### src/rtl/sprite_mem_writer_if.sv
// ----------------------------------------------------------------------------
// sprite_mem_writer_if
// Bus bundle for the sprite memory writer.
//   Write-request side : wr_valid, wr_ready, wr_element, wr_address, wr_data
//   Memory write port  : mem_we, mem_element, mem_address, mem_data
// Modports:
//   master : request producer / memory consumer (drives wr_*, observes mem_*)
//   slave  : the writer itself (accepts wr_*, drives wr_ready and mem_*)
// ----------------------------------------------------------------------------
interface sprite_mem_writer_if #(
    parameter int ELEMENTS = 3,
    parameter int ADDR_W   = 10,
    parameter int DATA_W   = 12
);
    logic                wr_valid;
    logic                wr_ready;
    logic [ELEMENTS-1:0] wr_element;
    logic [ADDR_W-1:0]   wr_address;
    logic [DATA_W-1:0]   wr_data;

    logic                mem_we;
    logic [ELEMENTS-1:0] mem_element;
    logic [ADDR_W-1:0]   mem_address;
    logic [DATA_W-1:0]   mem_data;

    modport master (
        output wr_valid,
        output wr_element,
        output wr_address,
        output wr_data,
        input  wr_ready,
        input  mem_we,
        input  mem_element,
        input  mem_address,
        input  mem_data
    );

    modport slave (
        input  wr_valid,
        input  wr_element,
        input  wr_address,
        input  wr_data,
        output wr_ready,
        output mem_we,
        output mem_element,
        output mem_address,
        output mem_data
    );
endinterface

### src/rtl/sprite_mem_writer.sv
// ----------------------------------------------------------------------------
// sprite_mem_writer
// Buffers pixel writes for sprite memory and commits them only while the
// display is blanked (blank high). Optionally fills an entire sprite with a
// single colour.
//
// Optional feature macro: SPRITE_FILL_EN (whole-sprite fill engine; FILL state,
// fill counter and fill latches exist only when it is defined).
//
// Ports:
//   clk          in   system clock, rising edge
//   reset        in   asynchronous active-low reset
//   blank        in   high = display not reading sprite memory
//   bus          slave modport of sprite_mem_writer_if (wr_* request bus and
//                mem_* sprite memory write port, all mem_* registered)
//   fill_start   in   one-cycle fill request (ignored without SPRITE_FILL_EN)
//   fill_element in   sprite to fill
//   fill_data    in   fill colour
//   fill_busy    out  fill in progress
//   pending      out  number of buffered write entries
// ----------------------------------------------------------------------------
module sprite_mem_writer #(
    parameter int ELEMENTS = 3,
    parameter int ADDR_W   = 10,
    parameter int DATA_W   = 12,
    parameter int DEPTH    = 4
) (
    input  logic                     clk,
    input  logic                     reset,
    input  logic                     blank,
    sprite_mem_writer_if.slave       bus,
    input  logic                     fill_start,
    input  logic [ELEMENTS-1:0]      fill_element,
    input  logic [DATA_W-1:0]        fill_data,
    output logic                     fill_busy,
    output logic [$clog2(DEPTH):0]   pending
);

    localparam int PTR_W   = (DEPTH > 1) ? $clog2(DEPTH) : 1;
    localparam int CNT_W   = $clog2(DEPTH) + 1;
    localparam int ENTRY_W = ELEMENTS + ADDR_W + DATA_W;

    localparam logic [PTR_W-1:0] PTR_ZERO = PTR_W'(1'b0);
    localparam logic [PTR_W-1:0] PTR_ONE  = PTR_W'(1'b1);
    localparam logic [PTR_W-1:0] PTR_LAST = PTR_W'(DEPTH - 1);
    localparam logic [CNT_W-1:0] CNT_ZERO = CNT_W'(1'b0);
    localparam logic [CNT_W-1:0] CNT_ONE  = CNT_W'(1'b1);
    localparam logic [CNT_W-1:0] CNT_FULL = CNT_W'(DEPTH);

`ifdef SPRITE_FILL_EN
    typedef enum logic [1:0] {
        IDLE  = 2'd0,
        DRAIN = 2'd1,
        FILL  = 2'd2
    } state_t;

    // The fill counter has one spare bit so "all addresses written" is a
    // distinct value from the last address itself.
    localparam logic [ADDR_W:0] FILL_ZERO = (ADDR_W + 1)'(1'b0);
    localparam logic [ADDR_W:0] FILL_ONE  = (ADDR_W + 1)'(1'b1);
    localparam logic [ADDR_W:0] FILL_END  = {1'b1, {ADDR_W{1'b0}}};
`else
    typedef enum logic [1:0] {
        IDLE  = 2'd0,
        DRAIN = 2'd1
    } state_t;
`endif

    // Advance a FIFO pointer, wrapping at DEPTH.
    function automatic logic [PTR_W-1:0] ptr_inc(input logic [PTR_W-1:0] ptr);
        logic [PTR_W-1:0] nxt;
        if (ptr == PTR_LAST) begin
            nxt = PTR_ZERO;
        end else begin
            nxt = ptr + PTR_ONE;
        end
        return nxt;
    endfunction

    state_t              state_r;
    state_t              state_s;

    logic [ENTRY_W-1:0]  fifo_mem_r [DEPTH];
    logic [PTR_W-1:0]    wr_ptr_r;
    logic [PTR_W-1:0]    rd_ptr_r;
    logic [CNT_W-1:0]    count_r;
    logic [CNT_W-1:0]    count_s;
    logic                last_push_r;

    logic                push_s;
    logic                pop_s;
    logic                wr_ready_s;
    logic                fill_busy_s;
    logic                fill_go_s;
    logic                fill_wr_s;

    logic                mem_we_r;
    logic [ELEMENTS-1:0] mem_element_r;
    logic [ADDR_W-1:0]   mem_address_r;
    logic [DATA_W-1:0]   mem_data_r;

`ifdef SPRITE_FILL_EN
    logic [ADDR_W:0]     fill_cnt_r;
    logic [ELEMENTS-1:0] fill_el_r;
    logic [DATA_W-1:0]   fill_data_r;

    // Fill engine status and per-cycle write strobe, all from registered state.
    always_comb begin
        fill_busy_s = (state_r == FILL);
        fill_wr_s   = (state_r == FILL) && blank && (fill_cnt_r != FILL_END);
    end
`else
    logic unused_fill_s;

    // Fill engine absent: fill inputs are sunk, status tied inactive.
    always_comb begin
        fill_busy_s   = 1'b0;
        fill_wr_s     = 1'b0;
        unused_fill_s = ^{fill_start, fill_element, fill_data};
    end
`endif

    // Handshake, FIFO push/pop decisions and next occupancy.
    always_comb begin
        wr_ready_s = (count_r < CNT_FULL) && !fill_busy_s;
        push_s     = bus.wr_valid && wr_ready_s;
        // An entry pushed on the previous edge is not yet eligible, so a
        // write never reaches memory sooner than two edges after acceptance.
        pop_s      = (state_r == DRAIN) && blank && (count_r > CNT_W'(last_push_r));
        case ({push_s, pop_s})
            2'b10:   count_s = count_r + CNT_ONE;
            2'b01:   count_s = count_r - CNT_ONE;
            default: count_s = count_r;
        endcase
    end

    // FSM next-state logic and fill acceptance.
    always_comb begin
        state_s   = state_r;
        fill_go_s = 1'b0;
        case (state_r)
            IDLE: begin
                if ((count_r != CNT_ZERO) && blank) begin
                    state_s = DRAIN;
`ifdef SPRITE_FILL_EN
                end else if (fill_start && (count_r == CNT_ZERO)) begin
                    state_s   = FILL;
                    fill_go_s = 1'b1;
`endif
                end else begin
                    state_s = IDLE;
                end
            end
            DRAIN: begin
                if (!blank || (count_s == CNT_ZERO)) begin
                    state_s = IDLE;
                end else begin
                    state_s = DRAIN;
                end
            end
`ifdef SPRITE_FILL_EN
            FILL: begin
                // Stay one cycle past the final write so fill_busy covers it.
                if (fill_cnt_r == FILL_END) begin
                    state_s = IDLE;
                end else begin
                    state_s = FILL;
                end
            end
`endif
            default: begin
                state_s = IDLE;
            end
        endcase
    end

    // FSM state register.
    always_ff @(posedge clk or negedge reset) begin
        if (!reset) begin
            state_r <= IDLE;
        end else begin
            state_r <= state_s;
        end
    end

    // FIFO pointers, occupancy and freshness flag of the newest entry.
    always_ff @(posedge clk or negedge reset) begin
        if (!reset) begin
            wr_ptr_r    <= PTR_ZERO;
            rd_ptr_r    <= PTR_ZERO;
            count_r     <= CNT_ZERO;
            last_push_r <= 1'b0;
        end else begin
            if (push_s) begin
                wr_ptr_r <= ptr_inc(wr_ptr_r);
            end else begin
                wr_ptr_r <= wr_ptr_r;
            end
            if (pop_s) begin
                rd_ptr_r <= ptr_inc(rd_ptr_r);
            end else begin
                rd_ptr_r <= rd_ptr_r;
            end
            count_r     <= count_s;
            last_push_r <= push_s;
        end
    end

    // FIFO storage; contents are meaningless outside [rd_ptr, wr_ptr).
    always_ff @(posedge clk) begin
        if (push_s) begin
            fifo_mem_r[wr_ptr_r] <= {bus.wr_element, bus.wr_address, bus.wr_data};
        end
    end

`ifdef SPRITE_FILL_EN
    // Fill latches and address counter; the counter holds while blank is low.
    always_ff @(posedge clk or negedge reset) begin
        if (!reset) begin
            fill_cnt_r  <= FILL_ZERO;
            fill_el_r   <= {ELEMENTS{1'b0}};
            fill_data_r <= {DATA_W{1'b0}};
        end else if (fill_go_s) begin
            fill_cnt_r  <= FILL_ZERO;
            fill_el_r   <= fill_element;
            fill_data_r <= fill_data;
        end else if (fill_wr_s) begin
            fill_cnt_r  <= fill_cnt_r + FILL_ONE;
        end else begin
            fill_cnt_r  <= fill_cnt_r;
        end
    end
`endif

    // Registered sprite memory write port.
    always_ff @(posedge clk or negedge reset) begin
        if (!reset) begin
            mem_we_r      <= 1'b0;
            mem_element_r <= {ELEMENTS{1'b0}};
            mem_address_r <= {ADDR_W{1'b0}};
            mem_data_r    <= {DATA_W{1'b0}};
        end else if (pop_s) begin
            mem_we_r <= 1'b1;
            {mem_element_r, mem_address_r, mem_data_r} <= fifo_mem_r[rd_ptr_r];
`ifdef SPRITE_FILL_EN
        end else if (fill_wr_s) begin
            mem_we_r      <= 1'b1;
            mem_element_r <= fill_el_r;
            mem_address_r <= fill_cnt_r[ADDR_W-1:0];
            mem_data_r    <= fill_data_r;
`endif
        end else begin
            mem_we_r <= 1'b0;
        end
    end

    assign bus.wr_ready    = wr_ready_s;
    assign bus.mem_we      = mem_we_r;
    assign bus.mem_element = mem_element_r;
    assign bus.mem_address = mem_address_r;
    assign bus.mem_data    = mem_data_r;
    assign fill_busy       = fill_busy_s;
    assign pending         = count_r;

endmodule

### src/flat_wrapper.sv
// flat-port wrapper written by rule: the top's interface ports become plain ports
module sprite_mem_writer_flat 
#(
    parameter int ELEMENTS = 3,
    parameter int ADDR_W   = 10,
    parameter int DATA_W   = 12,
    parameter int DEPTH    = 4
)
  (clk, reset, blank, fill_start, fill_element, fill_data, fill_busy, pending, bus_wr_valid, bus_wr_element, bus_wr_address, bus_wr_data, bus_wr_ready, bus_mem_we, bus_mem_element, bus_mem_address, bus_mem_data);
  sprite_mem_writer_if #(.ELEMENTS(ELEMENTS), .ADDR_W(ADDR_W), .DATA_W(DATA_W)) bus_i ();
  input  logic clk;
  input  logic reset;
  input  logic blank;
  input  logic fill_start;
  input  logic [ELEMENTS-1:0] fill_element;
  input  logic [DATA_W-1:0] fill_data;
  output logic fill_busy;
  output logic [$clog2(DEPTH):0] pending;
  input wire logic [$bits(bus_i.wr_valid)-1:0] bus_wr_valid;
  input wire logic [$bits(bus_i.wr_element)-1:0] bus_wr_element;
  input wire logic [$bits(bus_i.wr_address)-1:0] bus_wr_address;
  input wire logic [$bits(bus_i.wr_data)-1:0] bus_wr_data;
  output wire logic [$bits(bus_i.wr_ready)-1:0] bus_wr_ready;
  output wire logic [$bits(bus_i.mem_we)-1:0] bus_mem_we;
  output wire logic [$bits(bus_i.mem_element)-1:0] bus_mem_element;
  output wire logic [$bits(bus_i.mem_address)-1:0] bus_mem_address;
  output wire logic [$bits(bus_i.mem_data)-1:0] bus_mem_data;
  assign bus_i.wr_valid = bus_wr_valid;
  assign bus_i.wr_element = bus_wr_element;
  assign bus_i.wr_address = bus_wr_address;
  assign bus_i.wr_data = bus_wr_data;
  assign bus_wr_ready = bus_i.wr_ready;
  assign bus_mem_we = bus_i.mem_we;
  assign bus_mem_element = bus_i.mem_element;
  assign bus_mem_address = bus_i.mem_address;
  assign bus_mem_data = bus_i.mem_data;
  sprite_mem_writer #(.ELEMENTS(ELEMENTS), .ADDR_W(ADDR_W), .DATA_W(DATA_W), .DEPTH(DEPTH)) u_core (.clk(clk), .reset(reset), .blank(blank), .bus(bus_i), .fill_start(fill_start), .fill_element(fill_element), .fill_data(fill_data), .fill_busy(fill_busy), .pending(pending));
endmodule
### config.mk
export PLATFORM = sky130hd
export DESIGN_NAME = sprite_mem_writer_flat
export DESIGN_NICKNAME = d
export VERILOG_FILES = /design/src/rtl/sprite_mem_writer_if.sv /design/src/rtl/sprite_mem_writer.sv /design/src/flat_wrapper.sv
export SDC_FILE = /design/constraint.sdc
export NUM_CORES = 1
export LEC_CHECK = 0
export BUFFER_PORTS_ARGS = -buffer_cell sky130_fd_sc_hd__buf_2
export CAP_MARGIN = 20
export CORE_AREA = 5 5 101 103
export CTS_BUF_LIST = sky130_fd_sc_hd__clkbuf_8
export CTS_CLUSTER_SIZE = 20
export DETAILED_ROUTE_END_ITERATION = 8
export DIE_AREA = 0 0 106 108
export GPL_TIMING_DRIVEN = 0
export PLACE_DENSITY = 0.83
export SLEW_MARGIN = 20
export SYNTH_ARGS = -nofsm -noshare
export SYNTH_HDL_FRONTEND = slang
export SYNTH_SLANG_ARGS = --single-unit
### constraint.sdc
create_clock -name clk -period 3.7 [get_ports clk]
set_input_delay 0.185 -clock clk [delete_from_list [all_inputs] [get_ports clk]]
set_output_delay 0.185 -clock clk [all_outputs]
set_load 0.005 [all_outputs]
==> results.yml <==
synthesis:
  yosys.cell_types.count: 31
  synth_flop_cell: "edfxtp_1"
  yosysWarnings: 0
  synth_seq_cells: 135
  avgSynthCellArea_um2: 22.03
  yosysSeqAreaShare_pct: 73.99
  synthArstFlopShare_pct: 25.93
  syn_inst: 238
  synth_edf_count: 100
  syn-num-nets: 291
  synth_area_mm2: 0.005243
detailed_routing:
  wl_per_cell_um: 18.83
  drt-initial-drc-count: 107
  drc: 0
  final_antenna_net_count: 0
  via_per_inst: 5.423
  drt-pass1-iter-count: 4
  num_vias: 2527
  wl_um: 8773
job:
  maxCapViolations: 0
clock_network:
  clk_pin_slew_ns: 0.08
  cts_max_level: 4
  clock-sinks: 135
  cts_buffers: 17
  clockBufferDepth: 2
  ctsResizeCount: 0
  cts-root-buf: "clkbuf_8"
  clk-insertion-delay-late_ns: 0.41
  cts_tree: "yes"
sta:
  tightest_slew_ns: 0.8353
  tns_ns: 0
  min_period_ns: 2.907
  relSlewSlack_pct: 44.31
  clock.fmax_mhz: 344.0
  finalClockSkew_ns: 0.01088
  setup_viol: 0
  fin_crit_sh_pct: 78.56
  final_hold_viol_count: 0
  rsz0062_at_grt: "false"
  report.final.slew_viol_count: 0
setup_path:
  start_kind: "flop"
  arrival_ns: 3.24
  end_kind: "flop"
  required_ns: 4.03
  critPathMaxStageDelay_ns: 0.46
  path_max_fanout: 11
  r2r_cells: 12
  critical_path_class: "reg2reg"
  path_cells: "inv_1 > ha_1 > nor2_1 > o311a_1 > buf_6 > buf_6 > ha_1 > inv_1 > fa_1 > xor2_1 > or3_1 > a31oi_1"
  slowest_stage: "dfrtp_1"
power_and_ir_drop:
  ir_drop_mv: 0.3259
  power_density_mw_per_mm2: 765.2
  p_leak_nw: 2.456
layout:
  area_delta_synth_final_pct: 21.84
  fin_util_pct: 70.12
  drive_above_1_share_pct: 41.41
  fillerInstances: 592
  num_antenna_cells: 0
  most-common-layout-cells: "edfxtp_1 (100), buf_2 (60), dfrtp_1 (35), dlygate4sd3_1 (27)"
  final_common_cell: "edfxtp_1"
  final_nets: 395
die:
  num_io_pins: 76
  std_cell_rows: 35
  core_mm2: 0.009109
  die_area_mm2: 0.01145
  die_width_um: 106
  die_h_um: 108
  initial_core_util_pct: 57.55
global_route:
  grt_pass1_wl_um: 14230
  grt_pass1_vias: 2779
  grt_max_degree: 36
  grtUsageTotal_pct: 16.60
  globalRouteOverflowTotal: 0
  antenna_found_initial: 0
min_path:
  min_path_cells: 3
  hp-class: "in2reg"
placed_design:
  gp_congestion: 0.7015
  portBuffers: 58
  dp_hpwl_um: 5370
outcome:
  outcome: "finished, final reports clean"
-- flip-flops by register name, summed over array words and instances, names as in the netlist --
signal	flops
u_core.bus.mem_we	1
u_core.pending	3
u_core.state_r	1
u_core.fifo_mem_r	100
u_core.bus.mem_address	10
u_core.wr_ptr_r	2
u_core.bus.mem_data	12
u_core.bus.mem_element	3
u_core.rd_ptr_r	2
u_core.last_push_r	1
-- cells in the mapped netlist (2+ instances only) --
cell,number,share of area [%]
and2_1,4,0.48
edfxtp_1,100,57
o21ai_0,3,0.29
buf_12,2,0.76
mux4_2,18,7.7
mux2_4,19,5.4
inv_1,7,0.50
nor2_1,3,0.21
buf_2,2,0.19
nand2_1,3,0.21
clkbuf_1,2,0.14
dfrtp_1,35,17
mux4_1,7,3.5
ha_1,7,1.7
buf_6,4,0.86
mux2_2,7,1.5
-- stage by stage --
step	cells	setup slack (ns)	area (µm²)	total power [W]	hold WS (ns)
floorplan	238	1.069	5243	0.003173	-0.1106
global placement	407	0.8756	5672	0.003551	0.3355
detailed placement	407	0.7950	5677	0.003625	0.3534
CTS	466	0.7831	6387	0.004952	0.2266
global route	466	0.5998	6387	0.005160	0.2664
finish	466	0.7931	6387	0.004888	0.2581
-- final timing paths --
check,start,end,slack [ns]
worst max-delay path,u_core.pending[0],u_core.state_r[0],0.79
worst min-delay path,bus_wr_valid,u_core.last_push_r,0.26
worst max register to register,u_core.pending[0],u_core.state_r[0],0.79
worst min register to register,u_core.bus.mem_address[3],u_core.bus.mem_address[3],0.50
max in group asynchronous,reset,u_core.bus.mem_data[7],2.76
min in group asynchronous,reset,u_core.state_r[0],0.41
-- area by class of cell --
class                      count  area (µm²)  share of cell area, %
clock inverter                13       178.9                  2.801
tap                          111       138.9                  2.174
inverter                       7       26.28                 0.4114
multi-input combinational     85        1232                  19.29
timing repair buffer          85       560.5                  8.776
clock buffer                  19       261.5                  4.094
sequential                   135        3879                  60.72
buffer                        11       110.1                  1.724
-- report_power, final --
| part | internal, W | total [W] | switching (W) | leakage [nW] |
|---|---|---|---|---|
| clock network | 0.000767 | 0.00130 | 0.000533 | 0.219 |
| logic | 0.000810 | 0.00142 | 0.000614 | 0.911 |
| registers | 0.00201 | 0.00216 | 0.000158 | 1.33 |
-- kinds of logic (layout without fill, tap and decap cells) --
kind of cell | Yosys count | after routing | synth area share (%)
DFF | 135 | 135 | 73.99
adders and majority gates | 8 | 8 | 2.052
muxes | 53 | 53 | 18.59
buffers and inverters | 18 | 135 | 2.602
other | 1 | 1 | 0.07153
xor gates and xnor gates | 2 | 2 | 0.3342
AOI/OAI and AO/OA | 7 | 7 | 0.9070
and+or+nand+nor | 14 | 14 | 1.456
-- repair_timing --
action,CTS,global route
hold buffers,27,0
endpoints found under the hold margin,136,0
buffers inserted,0,0
-- per-layer routing --
metal / vias up / global-route usage [%] / part of all wire (%)
met5: - / 0 / 0
met4: 0 / 4.995 / 0.58
met3: 5 / 4.478 / 5.7
met2: 75 / 28.64 / 53
met1: 1296 / 20.82 / 41
li1: 1151 / - / -
-- worst max-delay path, delay by kind of cell (launching register included) --
kind	cells	cell delay, ns
compound gates	2	0.34
fa+ha+maj	3	0.88
simple gates	2	0.42
buf+inv	4	0.56
flops	1	0.46
xor+xnor	1	0.16
No activity file was read; power rests on OpenSTA's default activity.
